### src/rtl/rf_wport_arbiter.sv
// rf_wport_arbiter
//   Shares the single GPR write port between the WB stage and a long-latency
//   unit (divider/multiplier). LU results land in a one-entry buffer and are
//   written whenever WB leaves the port idle. A starvation counter holds WB
//   for one cycle so a buffered result cannot wait forever.
//
// Ports
//   clk, resetn                  clock (posedge), async active-low reset
//   ws_rf_we/waddr/wdata         WB write request
//   ws_hold                      forces WB to stall and keep its request stable
//   lu_valid/waddr/wdata         LU result offer
//   lu_ready                     buffer can take an LU result this cycle
//   rf_we/waddr/wdata            regfile write port (ws_to_rf_bus)
//   buf_busy/buf_waddr           buffered result pending, for RAW stall in ID
module rf_wport_arbiter #(
    parameter int STARVE_LIMIT = 4,
    parameter int CNT_W        = 4
) (
    input  logic        clk,
    input  logic        resetn,
    input  logic        ws_rf_we,
    input  logic [4:0]  ws_rf_waddr,
    input  logic [31:0] ws_rf_wdata,
    output logic        ws_hold,
    input  logic        lu_valid,
    output logic        lu_ready,
    input  logic [4:0]  lu_waddr,
    input  logic [31:0] lu_wdata,
    output logic        rf_we,
    output logic [4:0]  rf_waddr,
    output logic [31:0] rf_wdata,
    output logic        buf_busy,
    output logic [4:0]  buf_waddr
);

    localparam logic [1:0] S_IDLE  = 2'd0;
    localparam logic [1:0] S_PEND  = 2'd1;
    localparam logic [1:0] S_FORCE = 2'd2;

    localparam logic [CNT_W-1:0] LIMIT = CNT_W'(STARVE_LIMIT);

    logic [1:0]       state, state_nxt;
    logic [CNT_W-1:0] starve_cnt, cnt_nxt;
    logic [4:0]       buf_waddr_q;
    logic [31:0]      buf_wdata_q;
    logic             buf_valid;
    logic             drain;
    logic             accept;

    // The buffer is full in every state except IDLE.
    assign buf_valid = (state != S_IDLE);

    // Buffer owns the port when forced, or when WB has nothing to write.
    assign drain   = (state == S_FORCE) || ((state == S_PEND) && !ws_rf_we);
    assign ws_hold = (state == S_FORCE);

    // Draining frees the entry in the same cycle, so it can refill at once.
    assign lu_ready = !buf_valid || drain;
    assign accept   = lu_valid && lu_ready;

    // A buffered $0 result still drains but must not write. Nothing writes
    // while reset is asserted.
    assign rf_we    = resetn && (drain ? (buf_waddr_q != 5'd0) : ws_rf_we);
    assign rf_waddr = drain ? buf_waddr_q : ws_rf_waddr;
    assign rf_wdata = drain ? buf_wdata_q : ws_rf_wdata;

    assign buf_busy  = buf_valid;
    assign buf_waddr = buf_waddr_q;

    always_comb begin
        state_nxt = state;
        cnt_nxt   = starve_cnt;
        case (state)
            S_IDLE: begin
                cnt_nxt = '0;
                if (accept) state_nxt = S_PEND;
            end
            S_PEND: begin
                if (drain) begin
                    cnt_nxt   = '0;
                    state_nxt = accept ? S_PEND : S_IDLE;
                end else begin
                    // WB won while the buffer waits: count the denial.
                    cnt_nxt = (starve_cnt >= LIMIT) ? LIMIT : starve_cnt + CNT_W'(1);
                    if (cnt_nxt == LIMIT) state_nxt = S_FORCE;
                end
            end
            S_FORCE: begin
                // Always drains, so FORCE never lasts more than one cycle.
                cnt_nxt   = '0;
                state_nxt = accept ? S_PEND : S_IDLE;
            end
            default: begin
                cnt_nxt   = '0;
                state_nxt = S_IDLE;
            end
        endcase
    end

    always_ff @(posedge clk or negedge resetn) begin
        if (!resetn) begin
            state       <= S_IDLE;
            starve_cnt  <= '0;
            buf_waddr_q <= 5'd0;
            buf_wdata_q <= 32'd0;
        end else begin
            state      <= state_nxt;
            starve_cnt <= cnt_nxt;
            if (accept) begin
                buf_waddr_q <= lu_waddr;
                buf_wdata_q <= lu_wdata;
            end
        end
    end

endmodule

### config.mk
export PLATFORM = sky130hd
export DESIGN_NAME = rf_wport_arbiter
export DESIGN_NICKNAME = d
export VERILOG_FILES = /design/src/rtl/rf_wport_arbiter.sv
export SDC_FILE = /design/constraint.sdc
export NUM_CORES = 1
export LEC_CHECK = 0
export BUFFER_PORTS_ARGS = -buffer_cell sky130_fd_sc_hd__buf_4
export CORE_ASPECT_RATIO = 1.75
export CORE_MARGIN = 4
export CORE_UTILIZATION = 35
export DETAILED_ROUTE_END_ITERATION = 6
export PLACE_DENSITY_LB_ADDON = 0.12
export SYNTH_ARGS = -nofsm -noshare
export SYNTH_HDL_FRONTEND = slang
export SYNTH_SLANG_ARGS = --single-unit
### constraint.sdc
create_clock -name clk -period 1.6 [get_ports clk]
set_input_delay 0.08 -clock clk [delete_from_list [all_inputs] [get_ports clk]]
set_output_delay 0.08 -clock clk [all_outputs]
set_load 0.02 [all_outputs]
==> reports/qor.yml, run 1 <==
cells_and_area:
  fillers: 477
  nets: 369
  drive_gt1_share_pct: 78.01
  fin_cells: 369
  antenna_cells: 0
  syn2layout_area_growth_pct: 74.43
  fin_area_um2: 3712
  final_core_util_pct: 63.14
clock_network:
  htreeDepth: 2
  numCtsBuffers: 5
  clk_latency_ns: 0.29
  clkTransAtPathRegs_ns: 0.08
  cts_root_buf: "clkbuf_8"
  clk_path_buf_depth: 2
  cts_tree: "built"
  clock-sinks: 43
setup_path:
  crit_buf_inv: 3
  cpPeakStageDelay_ns: 0.41
  slowest_stage: "dfrtp_1"
  start_kind: "register"
  worstPathArrival_ns: 1.75
  cp_common_cell: "buf_6"
  crit_required_ns: 1.52
  crit_family: "buffers and inverters"
  critPathMaxFanout: 5
  end_kind: "primary output"
  cp_cell_sequence: "nor2b_4, a21oi_4, buf_6, clkbuf_16, mux2_4, buf_6"
  path_class: "register to primary output"
drt:
  drt_wl_total_um: 6153
  drc: 0
  drtPass1Iterations: 2
  avgRoutedWirePerCell_um: 16.67
  via_per_inst: 4.780
  drtAntennaViolNets: 0
  drtIter0Drc: 23
  num_vias: 1764
grt:
  antenna_found_initial: 0
  busiest_layer: "met2"
  gr-total-overflow: 0
  grt_max_degree: 44
  grt_pass1_wl_um: 9163
  grt_use_total_pct: 15.91
  first_global_vias: 1903
  globalRouteMet2Util_pct: 28.38
  grt_use_met1_pct: 17.57
  grt_util_met3_pct: 4.564
pwr:
  finalPower_w: 0.003462
  power_density_nw_per_um2: 932.6
  p_sw_w: 0.0009918
  swShare_pct: 28.65
  p_clk_share_pct: 21.5
  vdd_drop_max_mv: 0.5823
  p_leak_nw: 1.868
  p_int_w: 0.002470
  p_seq_share_pct: 38.8
  combPwrFrac_pct: 39.7
outcome:
  failed_checks: "setup timing"
  status: "complete, but fails checks"
synth:
  netlist_top_cells_area: "dfrtp_1, mux2_2, buf_6, a21oi_4, ha_1"
  syn_area_um2: 2128
  yosysSeqAreaShare_pct: 50.56
  netlist.area_leader.share_pct: 50.56
  synth.largest_area_cell: "dfrtp_1"
  ys_seq_elements: 43
  synth_cell_types: 25
  syn_inst: 148
  syn-num-nets: 227
  syn_area_per_cell_um2: 14.38
  yosysWarnings: 0
die:
  rows: 37
  die_height_um: 111.2
  fp.dieW_um: 66.95
  boundaryPins: 124
  die_area_um2: 7441
  core_um2: 5879
  initial_core_util_pct: 36.20
timing:
  finalHoldViolCount: 0
  setup_ws_ns: -0.2328
  rsz0062_at_grt: "yes"
  maxSlewViolCount: 0
  slew_headroom_pct: 63.99
  timing.fmax_mhz: 545.6
  period_share_pct: 114.5
  setup_viol: 38
  period_minus_slack_ns: 1.833
  tightest_slew_ns: 0.5401
  final.setup_skew_ns: 0.005258
placed_design:
  dp_cells: 349
  place_ws_ns: 0.04959
  io_buffers: 123
  post-dp-hpwl_um: 4132
  gp_congestion: 0.6831
  placed_cell_area_um2: 3158
min_path:
  min_path_type: "input port to register"
run:
  max-cap-violations: 0
[stage by stage]
step           hold slack [ns]  TNS, ns
6_report               0.01364   -7.624
5_1_grt               0.004468   -12.81
4_1_cts              0.0006246   -8.871
3_5_place_dp            0.2374        0
3_3_place_gp            0.2373        0
2_1_floorplan          -0.2156        0
[cell usage in the layout, fill, tap and decap left out, drive strengths merged]
cell type,count
conb,1
nand2,2
inv,1
nand3,1
mux2,74
buf,138
a21boi,1
nor2b,2
or2,1
nand3b,1
nor4,1
dfrtp,43
nor2,3
ha,1
nor3,1
clkbuf,10
nor4b,1
o22ai,1
dlygate4sd3,2
or4,1
a21oi,2
o21ai,3
[sequential cells by signal, indices dropped and copies added, names as in the netlist]
| signal | count |
|---|---|
| buf_waddr | 5 |
| starve_cnt | 4 |
| buf_wdata_q | 32 |
| state | 2 |
[repair_timing]
item | in CTS | in global routing
hold buffers | 1 | 1
gates resized for setup | 46 | 52
gates cloned | 2 | 3
buffers inserted | 6 | 3
hold endpoints to repair | 43 | 1
setup endpoints to repair | 38 | 75
[Yosys cell counts, drive strengths merged]
cell type,instances
nand3b,1
or4,1
nor4b,1
ha,1
inv,1
dfrtp,43
nor3,1
or2,1
nor2,3
a21oi,2
mux2,74
a21boi,1
nand3,1
nor4,1
buf,7
conb,1
o22ai,1
nand2,2
nor2b,2
o21ai,3
[final cells by class]
class                   instances  area [µm²]  share of cell area, %
clock buffers                   8       100.1                  2.696
well taps                      78       97.59                  2.629
flip-flops and latches         43        1077                  29.02
repair buffers                142        1304                  35.12
multi-input cells              97        1130                  30.43
inverters                       1       3.754                 0.1011
[cells by family (layout without fill, tap and decap cells)]
logic type,Yosys count,after routing,synth area share [%]
flops,43,43,50.56
fa+ha+maj,1,1,0.5878
buf+inv,8,151,3.409
compound gates,7,7,2.352
mux,74,74,39.15
other cells,1,1,0.1762
simple gates,14,14,3.763
[worst paths after layout]
| path | cells past startpoint | end | slack, ns | startpoint |
|---|---|---|---|---|
| setup / recovery | 6 | rf_wdata[3] | -0.23 | state[1]$_DFFE_PN0P_ |
| hold / removal | 2 | buf_wdata_q[24]$_DFFE_PN0N_ | 0.01 | lu_wdata[24] |
| setup reg to reg | 6 | buf_wdata_q[7]$_DFFE_PN0N_ | 0.02 | state[1]$_DFFE_PN0P_ |
| hold reg to reg | 1 | starve_cnt[1]$_DFF_PN0_ | 0.49 | starve_cnt[2]$_DFF_PN0_ |
| max in group asynchronous | 3 | state[0]$_DFFE_PN0P_ | 0.77 | resetn |
| min in group asynchronous | 3 | buf_wdata_q[29]$_DFFE_PN0N_ | 0.45 | resetn |
[routing by layer]
metal | up-vias | wire (µm)
met5 | - | 0
met4 | 0 | 76
met3 | 6 | 497
met2 | 81 | 3448
met1 | 858 | 2130
li1 | 819 | -
[power groups by stage]
stage | clock network, W | logic [W] | registers (W)
after global routing | 0.000824 | 0.00146 | 0.00137
final | 0.000744 | 0.00138 | 0.00134
after detailed placement | 0 | 0.00108 | 0.00136
after CTS | 0.000780 | 0.00126 | 0.00134
after floorplan | 0 | 0.000601 | 0.00135
after global placement | 0 | 0.00106 | 0.00136
Note: power is estimated with default switching activity, not from simulation.
==> run 2, diff against run 1 <==
- clock period: 1.6 -> 2.3 ns (I/O delays scaled with it)
==> run 2 against run 1 <==
The flow now finishes without violations; first-iteration DRC count grew 57%; final area shrank 13%; combinational power down 48%; die area did not move; worst hold slack improved by 0.034 ns; critical endpoint is now rf_wdata[28]; largest power group is now sequential cells.
==> reports/qor.yml, run 2 (synthesis results as in run 1) <==
cells_and_area:
  fillers: 559  # +17%
  syn2layout_area_growth_pct: 51.91
  final_core_util_pct: 54.99  # -8.2 points
  mostFrequentLayoutCells: "buf_4, mux2_2, dfrtp_1"
  final_common_cell: "buf_4"
  antenna_cells: 0  # unchanged
  final-seq-area_um2: 1076  # -0.12%
  multi_input_area_um2: 979.7  # -13%
  regMostFlops: "buf_wdata_q"
  nets: 355  # -3.8%
  largest_reg_flops: 32  # unchanged
  drive_gt1_share_pct: 76.17  # -1.8 points
die:
  core_um2: 5879  # unchanged
  die_area_um2: 7441  # unchanged
  fp.dieW_um: 66.95  # unchanged
  boundaryPins: 124  # unchanged
  initial_core_util_pct: 36.20  # unchanged
  rows: 37  # unchanged
  die_height_um: 111.2  # unchanged
setup_path:
  worstPathArrival_ns: 1.88  # +0.13 ns
  path_class: "register to primary output"
  end_kind: "primary output"
  critPathMaxFanout: 19  # +14
  crit_required_ns: 2.18  # +0.66 ns
  start_kind: "register"
grt:
  grt_use_total_pct: 14.77  # -1.1 points
  grt_pass1_wl_um: 8424  # -8.1%
  grt_max_degree: 44  # unchanged
  antenna_found_initial: 0  # unchanged
  gr-total-overflow: 0  # unchanged
  first_global_vias: 1758  # -7.6%
pwr:
  finalPower_w: 0.002171  # -37%
  vdd_drop_max_mv: 0.3489  # -40%
  p_leak_nw: 1.539  # -18%
  power_density_nw_per_um2: 671.6  # -28%
clock_network:
  clock-sinks: 43  # unchanged
  cts_root_buf: "clkbuf_8"
  clk_latency_ns: 0.29  # about the same
  cts_resized: 0  # -100%
  post_cts_buffers: 0  # -6
  clkTransAtPathRegs_ns: 0.08  # about the same
  cts_tree: "built"
  numCtsBuffers: 5  # unchanged
  clk_path_buf_depth: 2  # unchanged
  htreeDepth: 2  # unchanged
drt:
  num_vias: 1658  # -6.0%
  drt_wl_total_um: 5351  # -13%
  drtAntennaViolNets: 0  # unchanged
  avgRoutedWirePerCell_um: 15.07  # -9.6%
  drtPass1Iterations: 4  # +2
  via_per_inst: 4.670  # -2.3%
  drc: 0  # unchanged
  drtIter0Drc: 36  # +57%
timing:
  final.setup_skew_ns: 0.007072  # +0.001814 ns
  setup_tns_ns: 0  # +7.624 ns
  setup_ws_ns: 0.3025  # +0.5352 ns
  rsz0062_at_grt: "no"
  maxSlewViolCount: 0  # unchanged
  timing.fmax_mhz: 500.6
  slew_headroom_pct: 63.44  # -0.56 points
  finalHoldViolCount: 0  # unchanged
  period_minus_slack_ns: 1.998
  tightest_slew_ns: 0.5484  # +0.008344 ns
  setup_viol: 0  # -100%
  period_share_pct: 86.85
run:
  max-cap-violations: 0  # unchanged
min_path:
  min_path_type: "input port to register"
outcome:
  status: "finished, final reports clean"
placed_design:
  gp_congestion: 0.7110  # +4.1%
  place_ws_ns: 0.6066  # +0.5570 ns
  post-dp-hpwl_um: 4144  # +0.30%
  io_buffers: 123  # unchanged
[run 2: cell count changes in the layout (fill, tap and decap cells not counted), moves of 2 or more]
cell       before  now
mux2_4         37    0
buf_6          42    0
mux2_2         37   74
buf_4          92  126
buf_8           2    0
clkbuf_16       2    0
[run 2: cell type report]
class                      count  area share, %
clock buffer                   8          3.096
inverter                       1         0.1161
multi-input combinational     97          30.30
sequential                    43          33.28
tap                           78          3.019
timing repair buffer         128          30.19
[run 2: worst max-delay path, stage by stage, from the launching register on]
cell and delay (ns):
dfrtp_1 0.43, nor2b_2 0.20, a21oi_4 0.13, buf_4 0.28, mux2_2 0.37, buf_4 0.16
[run 2: power by group]
group          internal, W  switching, W  total [W]
Clock             0.000274      0.000247   0.000521
Sequential        0.000864     0.0000657   0.000930
Combinational     0.000408      0.000313   0.000721
Total              0.00155      0.000625    0.00217
[run 2: final timing paths]
check                                             start                     endpoint  slack [ns]  cells past startpoint
worst max register to register     state[0]$_DFFE_PN0P_  buf_wdata_q[19]$_DFFE_PN0N_        0.81                      4
max in group asynchronous                        resetn     buf_waddr[1]$_DFFE_PN0N_        1.45                      3
min in group asynchronous                        resetn         state[1]$_DFFE_PN0P_        0.48                      3
worst min register to register  starve_cnt[0]$_DFF_PN0_      starve_cnt[0]$_DFF_PN0_        0.48                      1
worst min-delay path                       lu_wdata[25]  buf_wdata_q[25]$_DFFE_PN0N_        0.05                      2
worst max-delay path               state[1]$_DFFE_PN0P_                 rf_wdata[28]        0.30                      5
[run 2: timing repair]
item                                    4_1_cts  5_1_grt
endpoints found under the setup margin        0        0
endpoints found under the hold margin        43        0
hold buffers                                  1        0
[run 2: metrics by stage]
| stage | hold slack, ns | std cells | area [µm²] |
|---|---|---|---|
| after floorplan | -0.1806 | 148 | 2128 |
| after global placement | 0.2454 | 346 | 3123 |
| after detailed placement | 0.2448 | 346 | 3123 |
| after CTS | 0.03783 | 355 | 3233 |
| after global routing | 0.02956 | 355 | 3233 |
| final | 0.04803 | 355 | 3233 |
[run 2: metal layers]
| layer | vias to the layer above | track usage [%] | part of all wire, % | wire length [µm] |
|---|---|---|---|---|
| li1 | 789 | - | - | - |
| met1 | 779 | 15.84 | 34 | 1798 |
| met2 | 83 | 26.33 | 55 | 2926 |
| met3 | 7 | 4.767 | 10 | 551 |
| met4 | 0 | 4.878 | 1.4 | 74 |
| met5 | - | 0 | 0 | 0 |
